$ cat src/rtl/dino_jump_fsm.sv
// Player-motion stage: turns debounced up/down/crash levels into game state,
// a vertical position with fixed-launch / constant-gravity jump physics, and status pulses.
module dino_jump_fsm #(
    parameter int POS_W    = 6,
    parameter int VEL_W    = 5,
    parameter int JUMP_VEL = 7,
    parameter int GRAVITY  = 1
) (
    input  logic             clk,
    input  logic             reset_n,
    input  logic             game_tick,
    input  logic             button_up,
    input  logic             button_down,
    input  logic             crash,
    output logic [POS_W-1:0] player_position,
    output logic             jumping,
    output logic             ducking,
    output logic             game_start_pulse,
    output logic             jump_pulse,
    output logic             game_over_pulse
);

    typedef enum logic [2:0] {
        ST_IDLE = 3'd0,
        ST_RUN  = 3'd1,
        ST_DUCK = 3'd2,
        ST_JUMP = 3'd3,
        ST_DEAD = 3'd4
    } state_t;

    localparam logic signed [VEL_W-1:0] JUMP_V    = VEL_W'(JUMP_VEL);
    localparam logic signed [VEL_W:0]   GRAV_W    = (VEL_W+1)'(GRAVITY);
    localparam logic signed [VEL_W:0]   VEL_MIN_W = {2'b11, {(VEL_W-1){1'b0}}};
    localparam logic signed [VEL_W-1:0] VEL_MIN   = {1'b1, {(VEL_W-1){1'b0}}};
    localparam logic signed [POS_W+1:0] POS_MAX_S = {2'b00, {POS_W{1'b1}}};
    localparam logic signed [POS_W+1:0] ZERO_S    = '0;

    state_t                   state_r;
    logic                     up_q_r;
    logic signed [VEL_W-1:0]  vel_r;
    logic                     up_edge_s;
    logic signed [POS_W+1:0]  next_pos_s;
    logic signed [VEL_W:0]    vel_dec_s;
    logic signed [VEL_W-1:0]  next_vel_s;

    // Edge detect and one-tick physics step (position widened so overshoot and landing are visible).
    always_comb begin
        up_edge_s  = button_up & ~up_q_r;
        next_pos_s = $signed({2'b00, player_position})
                   + $signed({{(POS_W+2-VEL_W){vel_r[VEL_W-1]}}, vel_r});
        vel_dec_s  = $signed({vel_r[VEL_W-1], vel_r}) - GRAV_W;
        if (vel_dec_s < VEL_MIN_W) begin
            next_vel_s = VEL_MIN;
        end else begin
            next_vel_s = vel_dec_s[VEL_W-1:0];
        end
    end

    // Game state machine with registered flags, position and one-clock pulses.
    always_ff @(posedge clk or negedge reset_n) begin
        if (!reset_n) begin
            state_r          <= ST_IDLE;
            up_q_r           <= 1'b1;
            vel_r            <= '0;
            player_position  <= '0;
            jumping          <= 1'b0;
            ducking          <= 1'b0;
            game_start_pulse <= 1'b0;
            jump_pulse       <= 1'b0;
            game_over_pulse  <= 1'b0;
        end else begin
            up_q_r           <= button_up;
            game_start_pulse <= 1'b0;
            jump_pulse       <= 1'b0;
            game_over_pulse  <= 1'b0;
            case (state_r)
                ST_IDLE: begin
                    if (up_edge_s) begin
                        state_r          <= ST_RUN;
                        game_start_pulse <= 1'b1;
                    end
                end
                ST_RUN, ST_DUCK: begin
                    if (crash) begin
                        state_r         <= ST_DEAD;
                        game_over_pulse <= 1'b1;
                        vel_r           <= '0;
                        ducking         <= 1'b0;
                    end else if (up_edge_s) begin
                        state_r    <= ST_JUMP;
                        vel_r      <= JUMP_V;
                        jump_pulse <= 1'b1;
                        jumping    <= 1'b1;
                        ducking    <= 1'b0;
                    end else if (button_down) begin
                        state_r <= ST_DUCK;
                        ducking <= 1'b1;
                    end else begin
                        state_r <= ST_RUN;
                        ducking <= 1'b0;
                    end
                end
                ST_JUMP: begin
                    if (crash) begin
                        state_r         <= ST_DEAD;
                        game_over_pulse <= 1'b1;
                        vel_r           <= '0;
                        jumping         <= 1'b0;
                    end else if (game_tick) begin
                        if (next_pos_s <= ZERO_S) begin
                            player_position <= '0;
                            vel_r           <= '0;
                            jumping         <= 1'b0;
                            ducking         <= button_down;
                            state_r         <= button_down ? ST_DUCK : ST_RUN;
                        end else if (next_pos_s > POS_MAX_S) begin
                            player_position <= {POS_W{1'b1}};
                            vel_r           <= next_vel_s;
                        end else begin
                            player_position <= next_pos_s[POS_W-1:0];
                            vel_r           <= next_vel_s;
                        end
                    end
                end
                ST_DEAD: begin
                    // A restart press is only honoured once the collision has cleared.
                    if (up_edge_s && !crash) begin
                        state_r          <= ST_RUN;
                        player_position  <= '0;
                        vel_r            <= '0;
                        game_start_pulse <= 1'b1;
                    end
                end
                default: begin
                    state_r         <= ST_IDLE;
                    player_position <= '0;
                    vel_r           <= '0;
                    jumping         <= 1'b0;
                    ducking         <= 1'b0;
                end
            endcase
        end
    end

endmodule

$ cat config.mk
export PLATFORM = sky130hd
export DESIGN_NAME = dino_jump_fsm
export DESIGN_NICKNAME = d
export VERILOG_FILES = /design/src/rtl/dino_jump_fsm.sv
export SDC_FILE = /design/constraint.sdc
export NUM_CORES = 1
export LEC_CHECK = 0
export CORE_MARGIN = 2
export CORE_UTILIZATION = 45
export DETAILED_ROUTE_END_ITERATION = 8
export PLACE_DENSITY_LB_ADDON = 0.25
export SYNTH_ARGS = -nofsm -noshare
export SYNTH_HDL_FRONTEND = slang
export SYNTH_SLANG_ARGS = --single-unit
$ cat constraint.sdc
create_clock -name clk -period 5.38 [get_ports clk]
set_clock_uncertainty 0.1 [all_clocks]
set_input_delay 1.076 -clock clk [delete_from_list [all_inputs] [get_ports clk]]
set_output_delay 1.076 -clock clk [all_outputs]
set_load 0.02 [all_outputs]
==> results of run 1 <==
## placed cells by master, fill, tap and decap left out, drive strengths merged, types with 3 or more instances in the layout
master         instances
dfrtp                 19
clkbuf                 4
a21o                   3
nor3                   4
nand2                 11
nor3b                  4
nand2b                 3
xnor2                  4
clkdlybuf4s50         16
or2                    3
nor2                  12
inv                    5
o21ai                  9
nand3                  6
a21oi                 13
a22o                   7
ha                     8
nor2b                  3
## logic make-up (layout without fill, tap and decap cells)
group | count (synthesis) | in the layout | synth area share
compound gates | 54 | 54 | 0.273
simple gates | 57 | 57 | 0.216
fa+ha+maj | 10 | 10 | 0.0875
buf+inv | 14 | 25 | 0.0438
mux | 1 | 1 | 0.00758
flops | 20 | 20 | 0.338
xor+xnor | 6 | 6 | 0.0354
## routing by layer
layer	global-route usage	vias to the layer above
met1	0.277	619
met5	0	-
met3	0.0504	2
li1	-	633
met4	0.0426	0
met2	0.333	20
## worst max-delay path: stages, from the launching register on
cell and delay, ps:
dfrtp_1 490, ha_1 260, fa_1 440, a211oi_2 270
o21bai_1 150, a21oi_1 250, nand4b_4 200, o311ai_2 340
mux2_1 360
## stage by stage
stage	util	instances	instance area (sq um)	worst slack, ps	power, uW
floorplan	-	162	1490	2680	438
global placement	0.533	213	1660	2230	498
detailed placement	0.533	213	1660	2120	511
CTS	0.542	217	1680	2430	586
global route	0.542	217	1680	2330	631
finish	0.542	217	1680	2410	582
## power by group through the flow
stage	combinational [uW]	sequential (uW)	clock, uW
floorplan	230	208	0
global placement	269	229	0
detailed placement	280	231	0
CTS	281	228	77.3
global route	311	235	85.6
finish	280	229	73.7
## synthesized netlist by cell type (4+ instances only)
library cell   n
dfrtp_1       19
a22o_1         7
xnor2_1        4
nor3_1         4
ha_1           8
clkbuf_1       4
nand3_1        6
nand2_1       11
o21ai_0        8
nor3b_1        4
nor2_1        12
inv_1          5
a21oi_1       13
## final timing paths
check | start | end | slack, ps | cells past startpoint
worst max-delay path | vel_r[0] | ducking | 2410 | 8
worst min-delay path | ducking | ducking | 410 | 1
worst max register to register | vel_r[0] | ducking | 2410 | 8
worst min register to register | ducking | ducking | 410 | 1
max in group asynchronous | reset_n | state_r[1] | 3440 | 1
min in group asynchronous | reset_n | player_position[5] | 1180 | 1
## cell type report
type,count,area share
inverters,5,0.0112
repair buffers,16,0.0952
multi-input cells,128,0.547
clock buffers,4,0.0156
flip-flops and latches,20,0.298
well taps,44,0.0327
## flip-flops by register name, indices dropped and copies added, names as in the netlist
register and count:
ducking 1, game_over_pulse 1, game_start_pulse 1, jump_pulse 1
jumping 1, player_position 6, state_r 3, up_q_r 1
vel_r 5
==> qor.yml, run 1 <==
rsz0062_at_grt: "no"
wl_per_cell_um: 15.5
cp.required_ps: 5480
vias: 1274
dieHeight_um: 61.5
ys_warn_count: 0
cts-resized-gates: 0
leakagePower_uw: 0.000724
route.met3.wl_um: 125
dr.pass1.iters: 5
wl_met1_mm: 1.64
p_sw_frac: 0.431
fin_setup_tns_ps: 0
insertion_delay_ps: 300
finalHoldViolations: 0
yosys-top-cells-area: "dfrtp_1, ha_1, a21oi_1"
fin_nets: 189
dp_hpwl_mm: 2.56
n_fill_cell: 287
drive_gt1_frac: 0.0694
syn-num-nets: 177
antennaDiodeCount: 0
arrival_ps: 3070
htreeDepth: 1
peakVddDrop_uv: 187
p_switching_uw: 251
synth_area_sq_um: 1490
netlist_instances: 162
criticalPathCategory: "reg -> reg"
power.share.clock: 0.127
crit_fanout: 8
rows: 20
viasPerCell: 5.87
synth.top_cell.area_share: 0.320
cp-end-kind: "flip-flop"
syn2layout_area_growth_pct: 13.1
post_cts_buffers: 0
grt_pass1_wl_mm: 5.74
start_util: 0.479
fin_crit_ps: 2970
ioPinCount: 17
powerDensity_nw_per_um2: 346
core_sq_um: 3100
maxCapViolations: 0
topRoutingLayerUsed: "met4"
status: "finished clean"
worstMarginPinSlew_ps: 915
max_freq_ghz: 0.336
setup_violations: 0
cts-root-buf: "clkbuf_4"
ant_nets: 0
holdBufCountCts: 0
cts_tree: "done"
die_area_sq_um: 3780
clock-sinks: 20
port_buffers: 16
hold_class: "reg -> reg"
grt_overflow: 0
clk_pin_slew_ps: 110
grt_max_degree: 21
worstSetupStartpointType: "flip-flop"
seqCellArea_sq_um: 502
fin_crit_sh: 0.553
ys.flop_type: "dfrtp_1"
wirelength_mm: 3.37
antenna_found_initial: 0
gp_congestion: 0.838
ys_seq_area_frac: 0.338
die_w_um: 61.5
multi_input_area_sq_um: 920
slew_headroom: 0.388
p_seq_frac: 0.393
async_flop_share: 1.00
first_global_vias: 1235
ys_ff_latch: 20
wl_met2_mm: 1.59
synthDistinctLibCells: 54
avgSynthCellArea_sq_um: 9.18
worst_hold_slack_ps: 413
p_int_uw: 331
drv_slew: 0
synth_edf_count: 0
grt.total_usage: 0.205
cts_buffers: 3
synth.largest_area_cell: "dfrtp_1"
drt_iter0_markers: 51
drc: 0
clockBufferDepth: 2
p_comb_frac: 0.481
(Power assumes the default switching activity.)
==> run 2: changes to the inputs <==
==> constraint.sdc (replaced) <==
create_clock -name clk -period 2.63 [get_ports clk]
set_clock_uncertainty 0.1 [all_clocks]
set_input_delay 0.526 -clock clk [delete_from_list [all_inputs] [get_ports clk]]
set_output_delay 0.526 -clock clk [all_outputs]
set_load 0.02 [all_outputs]
==> run 2 against run 1 <==
Effect of this change: fmax is 13% higher; final area is 9.2% higher; clock-buffer cell count unchanged; largest power group unchanged; die area stayed put; via count increased by 7.1%; the flow now finishes with violations (setup timing); sequential share of layout area decreased by 2.5 points; critical path depth up 1.
==> qor.yml, run 2 (same netlist as run 1, synthesis figures left out) <==
wl_per_cell_um: 15.5  # about the same
largest_reg_flops: 6  # unchanged
max_stage_delay_ps: 450  # -40 ps
wl_met1_mm: 1.75  # +6.8%
route.met3.wl_um: 133  # +6.4%
port_buffers: 16  # unchanged
die_w_um: 61.5  # unchanged
layout_common_cells: "dfrtp_1, clkdlybuf4s50_1, buf_4"
rows: 20  # unchanged
vias: 1365  # +7.1%
htreeDepth: 1  # unchanged
crit_fanout: 5  # -3
rsz0062_at_grt: "yes"
grt.total_usage: 0.205  # +0.000867
cts_tree: "done"
fin_area_sq_um: 1840  # +9.2%
worstMarginPinSlew_ps: 739  # -176 ps
fin_crit_ps: 2640  # -334 ps
drv_slew: 0  # unchanged
syn2layout_area_growth_pct: 23.6
reg2regPathDepth: 9  # +1
cp_cell_sequence: "ha_4 -> fa_2 -> a211oi_4 -> or2_4 -> o311ai_2 -> nand4b_4 -> buf_6 -> a31o_1 -> a211o_1"
core_sq_um: 3100  # unchanged
clock-sinks: 20  # unchanged
antenna_found_initial: 0  # unchanged
peakVddDrop_uv: 345  # +85%
grt_max_degree: 18  # -14%
dieHeight_um: 61.5  # unchanged
setup_violations: 1  # +1
worst_hold_slack_ps: 430  # +17.5 ps
cp-end-kind: "flip-flop"
n_fill_cell: 299  # +4.2%
first_global_vias: 1249  # +1.1%
topRoutingLayerUsed: "met4"
mostFrequentLayoutCell: "dfrtp_1"
reg_top3: "player_position (6), vel_r (5), state_r (3)"
fin_nets: 204  # +7.9%
violations: "setup timing"
ant_nets: 0  # unchanged
drive_gt1_frac: 0.176  # +0.106
maxCapViolations: 0  # unchanged
viasPerCell: 5.88  # +0.22%
cts_buffers: 3  # unchanged
cp.required_ps: 2740  # -2740 ps
seqCellArea_sq_um: 503  # +0.25%
start_util: 0.479  # unchanged
max_freq_ghz: 0.379  # +13%
wirelength_mm: 3.61  # +6.8%
fin_crit_sh: 1.00  # +0.451
arrival_ps: 2750  # -320 ps
cts-root-buf: "clkbuf_4"
drt_iter0_markers: 73  # +43%
dp_hpwl_mm: 2.76  # +8.0%
gp_congestion: 0.882  # +5.3%
fin_ws_ps: -8.19  # -2420 ps
antennaDiodeCount: 0  # unchanged
powerDensity_nw_per_um2: 734  # +110%
clk_pin_slew_ps: 120  # about the same
grt_pass1_wl_mm: 5.80  # +1.1%
slew_headroom: 0.506  # +0.118
hold_class: "in -> async"
finalHoldViolations: 0  # unchanged
wl_met2_mm: 1.68  # +5.9%
worstSetupStartpointType: "flip-flop"
leakagePower_uw: 0.000802  # +11%
insertion_delay_ps: 300  # about the same
die_area_sq_um: 3780  # unchanged
multi_input_area_sq_um: 947  # +3.0%
crit_slowest_cell: "dfrtp_2"
criticalPathCategory: "reg -> reg"
dr.pass1.iters: 4  # -1
status: "finished with violations"
drc: 0  # unchanged
grt_overflow: 0  # unchanged
ioPinCount: 17  # unchanged
placed_area_sq_um: 1760  # +6.5%
holdBufCountCts: 0  # unchanged
clockBufferDepth: 2  # unchanged
regMostFlops: "player_position"
==> run 2: timing repair <==
item | 4_1_cts | 5_1_grt
pin swaps | 1 | 5
setup endpoints to repair | 2 | 10
gates resized for setup | 0 | 4
buffers inserted | 0 | 2
==> run 2: per-layer routing <==
metal	vias up	track usage
met5	-	0
met1	669	0.288
met2	32	0.330
li1	658	-
met3	6	0.0315
met4	0	0.0578
==> run 2: worst max-delay path: cells and delay by family (launching register included) <==
family | cells | cell delay, ps
AO/OA/AOI/OAI | 4 | 840
adder cells (fa/ha/maj) | 2 | 570
buffers and inverters | 1 | 160
flip-flops | 1 | 450
AND/OR/NAND/NOR | 2 | 410
==> run 2: path summary, 6_finish.rpt <==
| path | startpoint | slack (ps) | to |
|---|---|---|---|
| min | reset_n | 430 | player_position[2] |
| min in group clk | ducking | 440 | ducking |
| max in group asynchronous | reset_n | 1380 | up_q_r |
| min reg2reg | ducking | 440 | ducking |
| max reg2reg | player_position[0] | -8 | vel_r[2] |
| max | player_position[0] | -8 | vel_r[2] |
==> run 2: area by class of cell <==
class | instances | share of cell area
inverters | 5 | 0.0102
multi-input cells | 128 | 0.516
repair buffers | 31 | 0.151
flip-flops and latches | 20 | 0.274
clock buffers | 4 | 0.0198
well taps | 44 | 0.0300
==> run 2: metrics by stage <==
| stage | util | instances | setup TNS (ps) | power [uW] | worst slack, ps |
|---|---|---|---|---|---|
| floorplan | - | 162 | 0 | 905 | 38.2 |
| global placement | 0.568 | 226 | 0 | 1110 | 65.2 |
| detailed placement | 0.568 | 226 | 0 | 1140 | 2.72 |
| CTS | 0.580 | 230 | 0 | 1320 | 10.3 |
| global route | 0.592 | 232 | -256 | 1450 | -97.2 |
| finish | 0.592 | 232 | -8.19 | 1350 | -8.19 |
==> run 2: power by group <==
| part | total (uW) | switching, uW | internal [uW] |
|---|---|---|---|
| clock | 186 | 101 | 84.4 |
| sequential | 447 | 86.6 | 361 |
| combinational | 714 | 372 | 343 |
